`src/rtl/vote_vector_sequencer.sv`:
```
// Self-test sequencer for the "at least three of four" vote block: sweeps all 16
// input vectors, samples both response forms after SETTLE cycles, and reports results.
module vote_vector_sequencer #(
   parameter int unsigned SETTLE = 1
) (
   input  logic       clk,
   input  logic       rst,
   input  logic       start,
   output logic       a,
   output logic       b,
   output logic       c,
   output logic       d,
   input  logic       somin_in,
   input  logic       pomax_in,
   output logic       busy,
   output logic       done,
   output logic       pass,
   output logic [4:0] err_count,
   output logic       fail_valid,
   output logic [3:0] fail_index,
   output logic [1:0] dbg_state
);

   // Request handshake: start is a one-cycle request, accepted only in IDLE
   // (busy low); any start seen while a sweep is running is dropped, never queued.
   typedef enum logic [1:0] {
      IDLE   = 2'd0,
      DRIVE  = 2'd1,
      SAMPLE = 2'd2,
      FINISH = 2'd3
   } state_t;

   localparam logic [3:0] WAIT_LAST = 4'(SETTLE - 1);

   state_t     state_q, state_d;
   logic [3:0] idx_q;
   logic [3:0] wait_q;
   logic [2:0] ones;
   logic       golden;
   logic       mismatch;

   always_comb begin
      ones     = 3'(idx_q[3]) + 3'(idx_q[2]) + 3'(idx_q[1]) + 3'(idx_q[0]);
      golden   = (ones >= 3'd3);
      mismatch = (somin_in != golden) || (pomax_in != golden);
   end

   always_comb begin
      state_d = state_q;
      case (state_q)
         IDLE:    if (start) state_d = DRIVE;
         DRIVE:   if (wait_q == WAIT_LAST) state_d = SAMPLE;
         SAMPLE:  state_d = (idx_q == 4'd15) ? FINISH : DRIVE;
         FINISH:  state_d = IDLE;
         default: state_d = IDLE;
      endcase
   end

   always_ff @(posedge clk) begin
      if (rst) begin
         state_q    <= IDLE;
         idx_q      <= 4'd0;
         wait_q     <= 4'd0;
         err_count  <= 5'd0;
         fail_valid <= 1'b0;
         fail_index <= 4'd0;
         pass       <= 1'b0;
      end else begin
         state_q <= state_d;
         case (state_q)
            IDLE: begin
               if (start) begin
                  idx_q      <= 4'd0;
                  wait_q     <= 4'd0;
                  err_count  <= 5'd0;
                  fail_valid <= 1'b0;
                  fail_index <= 4'd0;
                  pass       <= 1'b0;
               end
            end
            DRIVE: begin
               wait_q <= (wait_q == WAIT_LAST) ? 4'd0 : wait_q + 4'd1;
            end
            SAMPLE: begin
               if (mismatch) begin
                  err_count <= err_count + 5'd1;
                  if (!fail_valid) begin
                     fail_valid <= 1'b1;
                     fail_index <= idx_q;
                  end
               end
               // pass must already include this last sample when done is shown
               if (idx_q == 4'd15) pass <= (err_count == 5'd0) && !mismatch;
               else                idx_q <= idx_q + 4'd1;
            end
            default: ;
         endcase
      end
   end

   assign {a, b, c, d} = idx_q;
   assign busy         = (state_q == DRIVE) || (state_q == SAMPLE);
   assign done         = (state_q == FINISH);
   assign dbg_state    = state_q;

endmodule

```
`config.mk`:
```
export PLATFORM = sky130hd
export DESIGN_NAME = vote_vector_sequencer
export DESIGN_NICKNAME = d
export VERILOG_FILES = /design/src/rtl/vote_vector_sequencer.sv
export SDC_FILE = /design/constraint.sdc
export NUM_CORES = 1
export LEC_CHECK = 0
export ABC_AREA = 0
export ABC_CLOCK_PERIOD_IN_PS = 8020
export BUFFER_PORTS_ARGS = -buffer_cell sky130_fd_sc_hd__buf_2
export CAP_MARGIN = 0
export CORE_ASPECT_RATIO = 1.1
export CORE_MARGIN = 5
export CORE_UTILIZATION = 35
export DETAILED_ROUTE_END_ITERATION = 8
export PLACE_DENSITY = 0.67
export RECOVER_POWER = 25
export SETUP_SLACK_MARGIN = 0.02
export SLEW_MARGIN = 10
export SYNTH_ARGS = -nofsm -noshare
export SYNTH_HDL_FRONTEND = slang
export SYNTH_SLANG_ARGS = --single-unit
```
`constraint.sdc`:
```
create_clock -name clk -period 8.02 [get_ports clk]
set_input_delay 0.401 -clock clk [delete_from_list [all_inputs] [get_ports clk]]
set_output_delay 0.401 -clock clk [all_outputs]
set_load 0.02 [all_outputs]
```
== Word level (Yosys, flattened, before mapping) ==
Index checks and enable logic that the tools add are counted.

* Eq/ne operators: 12
* Reductions and logical operators: 15
* Magnitude comparators: 1
* $add $sub $neg: 6
* Muxes and demuxes: 20

{| class="wikitable"
|+ Operators by type and width
! cell !! count
|-
| 4-bit one-hot mux with 2 select lines || 3
|-
| 4-bit 2-to-1 mux || 5
|-
| 2-bit != test, second input constant || 6
|-
| 5-bit 2-to-1 mux || 2
|-
| 5-bit one-hot mux with 2 select lines || 1
|-
| 3-bit AND reduction || 3
|-
| 4-bit by 1-bit adder with 4-bit output, second input constant || 2
|-
| 2-bit one-hot mux with 4 select lines || 1
|-
| 2-bit 2-to-1 mux || 3
|-
| 5-bit by 1-bit adder with 5-bit output, second input constant || 1
|-
| 5-bit zero test || 1
|-
| 2-bit equality test, second input constant || 2
|-
| 4-bit equality test, second input constant || 1
|-
| 4-bit zero test || 1
|-
| 1-bit one-hot mux with 2 select lines || 2
|-
| 2-bit AND reduction || 2
|-
| 4-bit AND reduction || 1
|-
| 2-bit nonzero test || 2
|-
| 2-bit by 1-bit adder with 3-bit output || 1
|-
| 3-bit by 1-bit adder with 3-bit output || 1
|-
| 3-bit by 2-bit >= comparator with 1-bit output, second input constant || 1
|-
| 1-bit 2-to-1 mux || 3
|-
| 1-bit by 1-bit adder with 2-bit output || 1
|-
| 2-bit by 1-bit equality test with 1-bit output, second input constant || 1
|-
| 5 further kinds || 7
|}

* Input port bits: 5
* Flip-flop bits (word level): 21
* Output and inout bits: 19

== Depth between registers and ports, before layout ==
Gate-level depths: netlist (run 1).

* Depth after elaboration: 10
* Mapped depth: 9
* Gate-level depth less buffers: 9

== Worst setup path before layout (run 1) ==
Ideal clock, no wire load.

* Kind: reg-to-reg
* From: register idx_q[3]
* To: register err_count[4]
* Data arrival time: 2.663 ns
* Buffers on the path: 0
* Stages on the path, launching flop included: 10
* Data required time: 7.946 ns
* Period minus slack after synthesis: 2.737 ns
* Path slack: 5.283 ns
* Setup time: 0.074 ns
* Cell sequence: dfxtp_1 inv_1 fa_1 inv_1 ha_1 ha_1 a21o_2 mux2i_4 or4_1 a31oi_1

* Longest elaborated chain between the ends: 8
* Elaborated cells between the ends (all ways): 9
* Classes of those cells: 3 x add/sub; 1 x order compare; 3 x eq/ne; 2 x reduce/logical

{| class="wikitable"
|+ Ends and longest elaborated chain
! what !! RTL line !! source
|-
| start, declared || 36 || <nowiki>logic [3:0] idx_q;</nowiki>
|-
| start signal, assigned || 94 || <nowiki>else idx_q <= idx_q + 4'd1;</nowiki>
|-
| 1-bit by 1-bit adder with 2-bit output * || 43 || <nowiki>ones = 3'(idx_q[3]) + 3'(idx_q[2]) + 3'(idx_q[1]) + 3'(idx_q[0]);</nowiki>
|-
| 2-bit by 1-bit adder with 3-bit output * || 43 ||
|-
| 3-bit by 1-bit adder with 3-bit output * || 43 ||
|-
| 3-bit by 2-bit >= comparator with 1-bit output * || 44 || <nowiki>golden = (ones >= 3'd3);</nowiki>
|-
| 1-bit != test || 45 || <nowiki>mismatch = (somin_in != golden) || (pomax_in != golden);</nowiki>
|-
| 1-bit logical OR * || 45 ||
|-
| 2-bit != test (no source line) * || -- ||
|-
| 3-bit AND reduction (no source line) * || -- ||
|-
| end signal, assigned || 86 || <nowiki>err_count <= err_count + 5'd1;</nowiki>
|-
| end, declared || 18 || <nowiki>output logic [4:0] err_count,</nowiki>
|}

Mark *: on every way between the ends. The rest lies on a longest branch, timed or not.
A chain may end at the register's enable or synchronous reset.

== Worst setup path after layout (run 1) ==
Same ends and word-level chain as after synthesis.

==> results of run 1 <==
-- cell families (layout without fill, tap and decap cells) --
kind of cell             after synthesis  after routing  synth area share (%)
XOR/XNOR                               3              3                 2.132
flip-flops                            21             21                 34.11
AO/OA/AOI/OAI                         31             31                 18.17
buffers and inverters                 23             46                 7.209
adder cells (fa/ha/maj)               12             12                 12.79
multiplexers                           4              4                 4.467
AND/OR/NAND/NOR                       47             47                 21.12
-- stage by stage --
step | setup WS, ns | power (mW) | instance area [um2] | utilization, % | hold WS [ns]
floorplan | 5.283 | 0.1537 | 1232 | - | 0.4621
global placement | 5.368 | 0.1662 | 1390 | 41.39 | 0.4604
detailed placement | 5.306 | 0.1679 | 1390 | 41.39 | 0.4689
CTS | 5.279 | 0.2208 | 1418 | 42.21 | 0.4544
global route | 5.142 | 0.2313 | 1405 | 41.84 | 0.4664
finish | 5.273 | 0.2172 | 1405 | 41.84 | 0.4534
-- power by group through the flow --
stage                     sequential (mW)  combinational, mW  clock [mW]
after floorplan                     0.115             0.0386           0
after global placement              0.112             0.0538           0
after detailed placement            0.113             0.0551           0
after CTS                           0.110             0.0555      0.0549
after global routing                0.111             0.0608      0.0594
final                               0.110             0.0547      0.0521
-- metal layers --
| metal | part of all wire, % | wire length, um |
|---|---|---|
| met1 | 43 | 1179 |
| met2 | 51 | 1414 |
| met3 | 5.5 | 152 |
| met4 | 0.90 | 25 |
| met5 | 0 | 0 |
-- worst register-to-register path: cells and delay by family (launching register included) --
kind                     cells  cell delay, ns
AO/OA/AOI/OAI                2            0.40
adder cells (fa/ha/maj)      3            0.97
buffers and inverters        2            0.13
AND/OR/NAND/NOR              1            0.51
multiplexers                 1            0.22
flip-flops                   1            0.44
-- synth_stat cells, drive strengths merged --
cell type / number / area, um2
o31ai: 2 / 15.01
a31oi: 1 / 6.260
a21oi: 6 / 30.03
xor2: 2 / 17.52
o41ai: 1 / 8.760
xnor2: 1 / 8.760
dfxtp: 21 / 420.4
mux2i: 2 / 32.53
or2b: 1 / 7.510
buf: 2 / 10.01
o311ai: 1 / 8.760
nor3: 4 / 20.02
nand2: 7 / 26.28
or3b: 2 / 20.02
nand2b: 1 / 6.260
clkbuf: 2 / 7.510
a221oi: 1 / 8.760
nand3: 15 / 80.08
inv: 19 / 71.32
a21o: 2 / 16.27
o32ai: 5 / 43.79
and3: 1 / 6.260
or4: 1 / 7.510
a211oi: 4 / 35.03
and4: 1 / 8.760
a21boi: 1 / 7.510
a32oi: 1 / 8.760
nand4: 5 / 31.28
nor2: 4 / 15.01
nor2b: 2 / 12.51
mux2: 2 / 22.52
or2: 1 / 6.260
fa: 1 / 20.02
o211ai: 2 / 15.01
o21ai: 4 / 20.02
ha: 11 / 137.6
or3: 2 / 12.51
-- final timing paths --
kind,start,endpoint,slack (ns),depth (start not counted)
max,idx_q[3],err_count[4],5.27,9
min,start,idx_q[3],0.45,4
max reg2reg,idx_q[3],err_count[4],5.27,9
min reg2reg,fail_index[2],fail_index[2],0.49,2
-- flip-flops by register name, indices dropped and copies added (netlist names) --
| signal | flops |
|---|---|
| dbg_state | 2 |
| idx_q | 4 |
| wait_q | 4 |
| fail_valid | 1 |
| pass | 1 |
| err_count | 5 |
| fail_index | 4 |
-- cell type report --
cell class                      instances  area (um2)
Clock inverter                          1       5.005
Inverter                               19       71.32
Fill cell                             364        1953
Sequential cell                        21       420.4
Tap cell                               48       60.06
Timing Repair Buffer                   23       102.6
Multi-Input combinational cell         97       723.2
Clock buffer                            3       22.52
==> qor.yml, run 1 <==
drt-initial-drc-count: 47
timing.setup.tns_ns: 0
syn_area_um2: 1232
path_buf_inv: 2
tightest_slew_ns: 0.6417
period_share_pct: 34.25
pwr-share-comb_pct: 25.2
dieWidth_um: 66.58
synth_cell_types: 42
diodes: 0
wire_per_inst_um: 13.08
gr-usage-met3_pct: 3.870
dp_hpwl_um: 2131
cp.arrival_ns: 2.99
instances_no_fill: 212
setup.worst_path.start_class: "register"
path_cells: "inv_1 > fa_1 > inv_1 > ha_1 > ha_1 > a21o_2 > mux2i_4 > or4_1 > a31oi_1"
crit_fanout: 7
min_period_ns: 2.747
fmax_mhz: 364.0
ant_nets: 0
p_leak_nw: 0.5339
drt-total-wl_um: 2772
cts_buffers: 3
grt_pass1_wl_um: 4602
holdCritPathClass: "input pin to register"
max_slew_margin_pct: 56.00
start_util_pct: 36.70
cts_resized: 0
ys_seq_area_share_pct: 34.11
vias_per_cell: 5.236
crit_slowest_cell: "fa_1"
cp.required_ns: 8.27
mostFrequentLayoutCell: "dfxtp_1"
gr-total-overflow: 0
cts_root_buffer: "clkbuf_4"
grt_start_max_net_pins: 21
swShare_pct: 34.14
htree_num_levels: 1
cts_buffer_depth: 2
antenna_found_initial: 0
p_seq_share_pct: 50.8
p_int_mw: 0.1431
skew_ns: 0.005394
drv_slew: 0
gp_congestion: 0.8095
netlist_instances: 141
area.growth.synth_to_final_pct: 14.01
num_io_pins: 24
p_sw_mw: 0.07416
setup_viol: 0
status: "finished, final reports clean"
path_class: "register to register"
max_stage_delay_ns: 0.53
drv_cap: 0
ctsHoldBuffers: 0
clk_pin_slew_ns: 0.12
avgSynthCellArea_um2: 8.741
nets: 182
rsz0062_at_grt: "false"
numPortBuffers: 23
top_usage_layer: "met2"
synth_seq_cells: 21
drc_errors: 0
cpLargestDelayFamily: "adder cells"
synth_warnings: 0
met2_usage_pct: 22.69
syn_nets: 158
clock_latency_ns: 0.31
die_h_um: 72.24
cellPowerDensity_nw_per_um2: 154.6
post-cts-setup-buffer-count: 0
met1_usage_pct: 12.75
dieArea_um2: 4809
finalHoldViolCount: 0
first_global_vias: 1064
end_kind: "register"
row_count: 22
ir_drop_mv: 0.06755
layout-drive-gt1-share_pct: 15.85
cts_tree: "yes"
placed_cells: 208
p_clk_share_pct: 24.0
core_um2: 3358
cts.sinks: 21
grt_usage_pct: 12.18
drt_pass1_iterations: 4
final_cell_mix: "21 x dfxtp_1, 19 x inv_1, 14 x nand3_1"
vias: 1110
Power figures use the tool's default switching activity.
==> inputs of run 2 (changes only) <==
Settings changed: ABC_CLOCK_PERIOD_IN_PS 8020 to 2700.
Clock period 8.02 ns to 2.7 ns, I/O delays scaled along.
==> qor.yml, run 2 (same netlist as run 1, synthesis figures left out) <==
core_um2: 3358  # unchanged
num_io_pins: 24  # unchanged
path_buf_inv: 2  # unchanged
vias: 1095  # -1.4%
gp_congestion: 0.8097  # about the same
dieWidth_um: 66.58  # unchanged
vias_per_cell: 5.069  # -3.2%
fin_area_um2: 1443  # +2.7%
max_slew_margin_pct: 54.15  # -1.8 points
p_leak_nw: 0.5551  # +4.0%
timing.setup.tns_ns: 0  # unchanged
regMostFlops: "err_count"
period_share_pct: 94.73  # +60 points
pwr-share-comb_pct: 25.8  # +0.6 points
finalPower_mw: 0.6409  # +200%
finalHoldViolCount: 0  # unchanged
cellPowerDensity_nw_per_um2: 444.3  # +190%
drt-total-wl_um: 2857  # +3.1%
crit_start: "idx_q[3]"
post-place-ws_ns: 0.08440  # -5.222 ns
nets: 186  # +2.2%
area.growth.synth_to_final_pct: 17.06
cts_tree: "yes"
dp_hpwl_um: 2120  # -0.53%
cpLargestDelayFamily: "adder cells"
ant_nets: 0  # unchanged
path_class: "register to register"
grt_usage_pct: 11.80  # -0.38 points
placed_cells: 209  # +0.48%
diodes: 0  # unchanged
ctsHoldBuffers: 0  # unchanged
mostFrequentLayoutCell: "inv_1"
max_stage_delay_ns: 0.52  # about the same
cts_buffers: 3  # unchanged
end_kind: "register"
skew_ns: 0.007731  # +0.002337 ns
final_cell_mix: "19 x inv_1, 18 x dfxtp_1, 14 x nand3_1"
p_int_mw: 0.4270  # +200%
min_period_ns: 2.558  # -0.1894 ns
status: "finished, final reports clean"
rsz0062_at_grt: "false"
drv_cap: 0  # unchanged
largest_reg_flops: 5  # unchanged
p_clk_share_pct: 23.4  # -0.6 points
setup_viol: 0  # unchanged
cp.required_ns: 2.93  # -5.34 ns
first_global_vias: 1004  # -5.6%
ir_drop_mv: 0.3193  # +370%
grt_pass1_wl_um: 4526  # -1.7%
drc_errors: 0  # unchanged
cp.arrival_ns: 2.79  # -0.20 ns
wire_per_inst_um: 13.23  # +1.2%
cts_buffer_depth: 2  # unchanged
gr-total-overflow: 0  # unchanged
setup.worst_path.start_class: "register"
antenna_found_initial: 0  # unchanged
cts.sinks: 21  # unchanged
path_cells: "inv_1 > fa_1 > inv_1 > ha_1 > ha_1 > a21o_2 > mux2i_4 > or4_1 > a31oi_1"
cts_root_buffer: "clkbuf_4"
dr.max_layer_used: "met4"
instances_no_fill: 216  # +1.9%
wl_met1_um: 1339  # +14%
clock_latency_ns: 0.30  # about the same
crit_fanout: 7  # unchanged
p_sw_mw: 0.2139  # +190%
r2r-start: "idx_q[3]"
clk_pin_slew_ns: 0.12  # about the same
start_util_pct: 36.70  # unchanged
row_count: 22  # unchanged
dieArea_um2: 4809  # unchanged
die_h_um: 72.24  # unchanged
post-route-util_pct: 42.96  # +1.1 points
numPortBuffers: 23  # unchanged
drv_slew: 0  # unchanged
drt-initial-drc-count: 45  # -4.3%
hold_start: "start"
wl_met2_um: 1339  # -5.3%
whs_ns: 0.2276  # -0.2258 ns
holdCritPathClass: "input pin to register"
final.setup.worst_slack_ns: 0.1424  # -5.131 ns
layout-drive-gt1-share_pct: 19.05  # +3.2 points
htree_num_levels: 1  # unchanged
grt_start_max_net_pins: 21  # unchanged
routed-wl-met3_um: 161  # +5.9%
drt_pass1_iterations: 4  # unchanged
tightest_slew_ns: 0.6686  # +0.02691 ns
fmax_mhz: 391.0  # +7.4%
p_seq_share_pct: 50.8  # about the same
crit_slowest_cell: "fa_1"
swShare_pct: 33.38  # -0.76 points
dpl_cell_area_um2: 1401  # +0.81%
run 2: cell types whose count changed in the layout (fill, tap and decap cells not counted):
cell	change
clkbuf_1	+1
dfxtp_1	-3
buf_4	+4
clkinv_2	-1
dfxtp_2	+1
dfxtp_4	+2
run 2: cell type report:
class | count | area, um2
inverter | 19 | 71.32
timing repair buffer | 27 | 132.6
tap | 48 | 60.06
multi-input combinational | 97 | 723.2
fill | 364 | 1916
clock buffer | 4 | 26.28
sequential | 21 | 429.2
run 2: power by group through the flow:
stage          combinational [mW]  clock [mW]  sequential (mW)
2_1_floorplan               0.115           0            0.342
3_3_place_gp                0.160           0            0.334
3_5_place_dp                0.162           0            0.335
4_1_cts                     0.164       0.157            0.328
5_1_grt                     0.182       0.171            0.327
6_report                    0.166       0.150            0.325
run 2: path summary, 6_finish.rpt:
path,cells after the start,end,slack (ns)
worst min-delay path,4,fail_valid,0.23
worst max register to register,9,err_count[4],0.14
worst max-delay path,9,err_count[4],0.14
worst min register to register,2,pass,0.48
run 2: worst reg2reg max path, stage by stage, from the launching register on:
cell and delay [ns]:
dfxtp_2 0.35, inv_1 0.06, fa_1 0.52, inv_1 0.04, ha_1 0.17, ha_1 0.26
a21o_2 0.23, mux2i_4 0.22, or4_1 0.51, a31oi_1 0.15
run 2: what timing repair did:
item                                   in CTS  in global routing
endpoints found under the hold margin       0                  0
setup endpoints to repair                   0                  1
buffers inserted                            0                  3
resized for setup                           0                  2
run 2: metal layers:
metal,vias to the layer above,track usage (%)
met5,-,0
met4,0,2.032
met3,2,4.180
met2,26,19.82
met1,498,14.64
li1,569,-
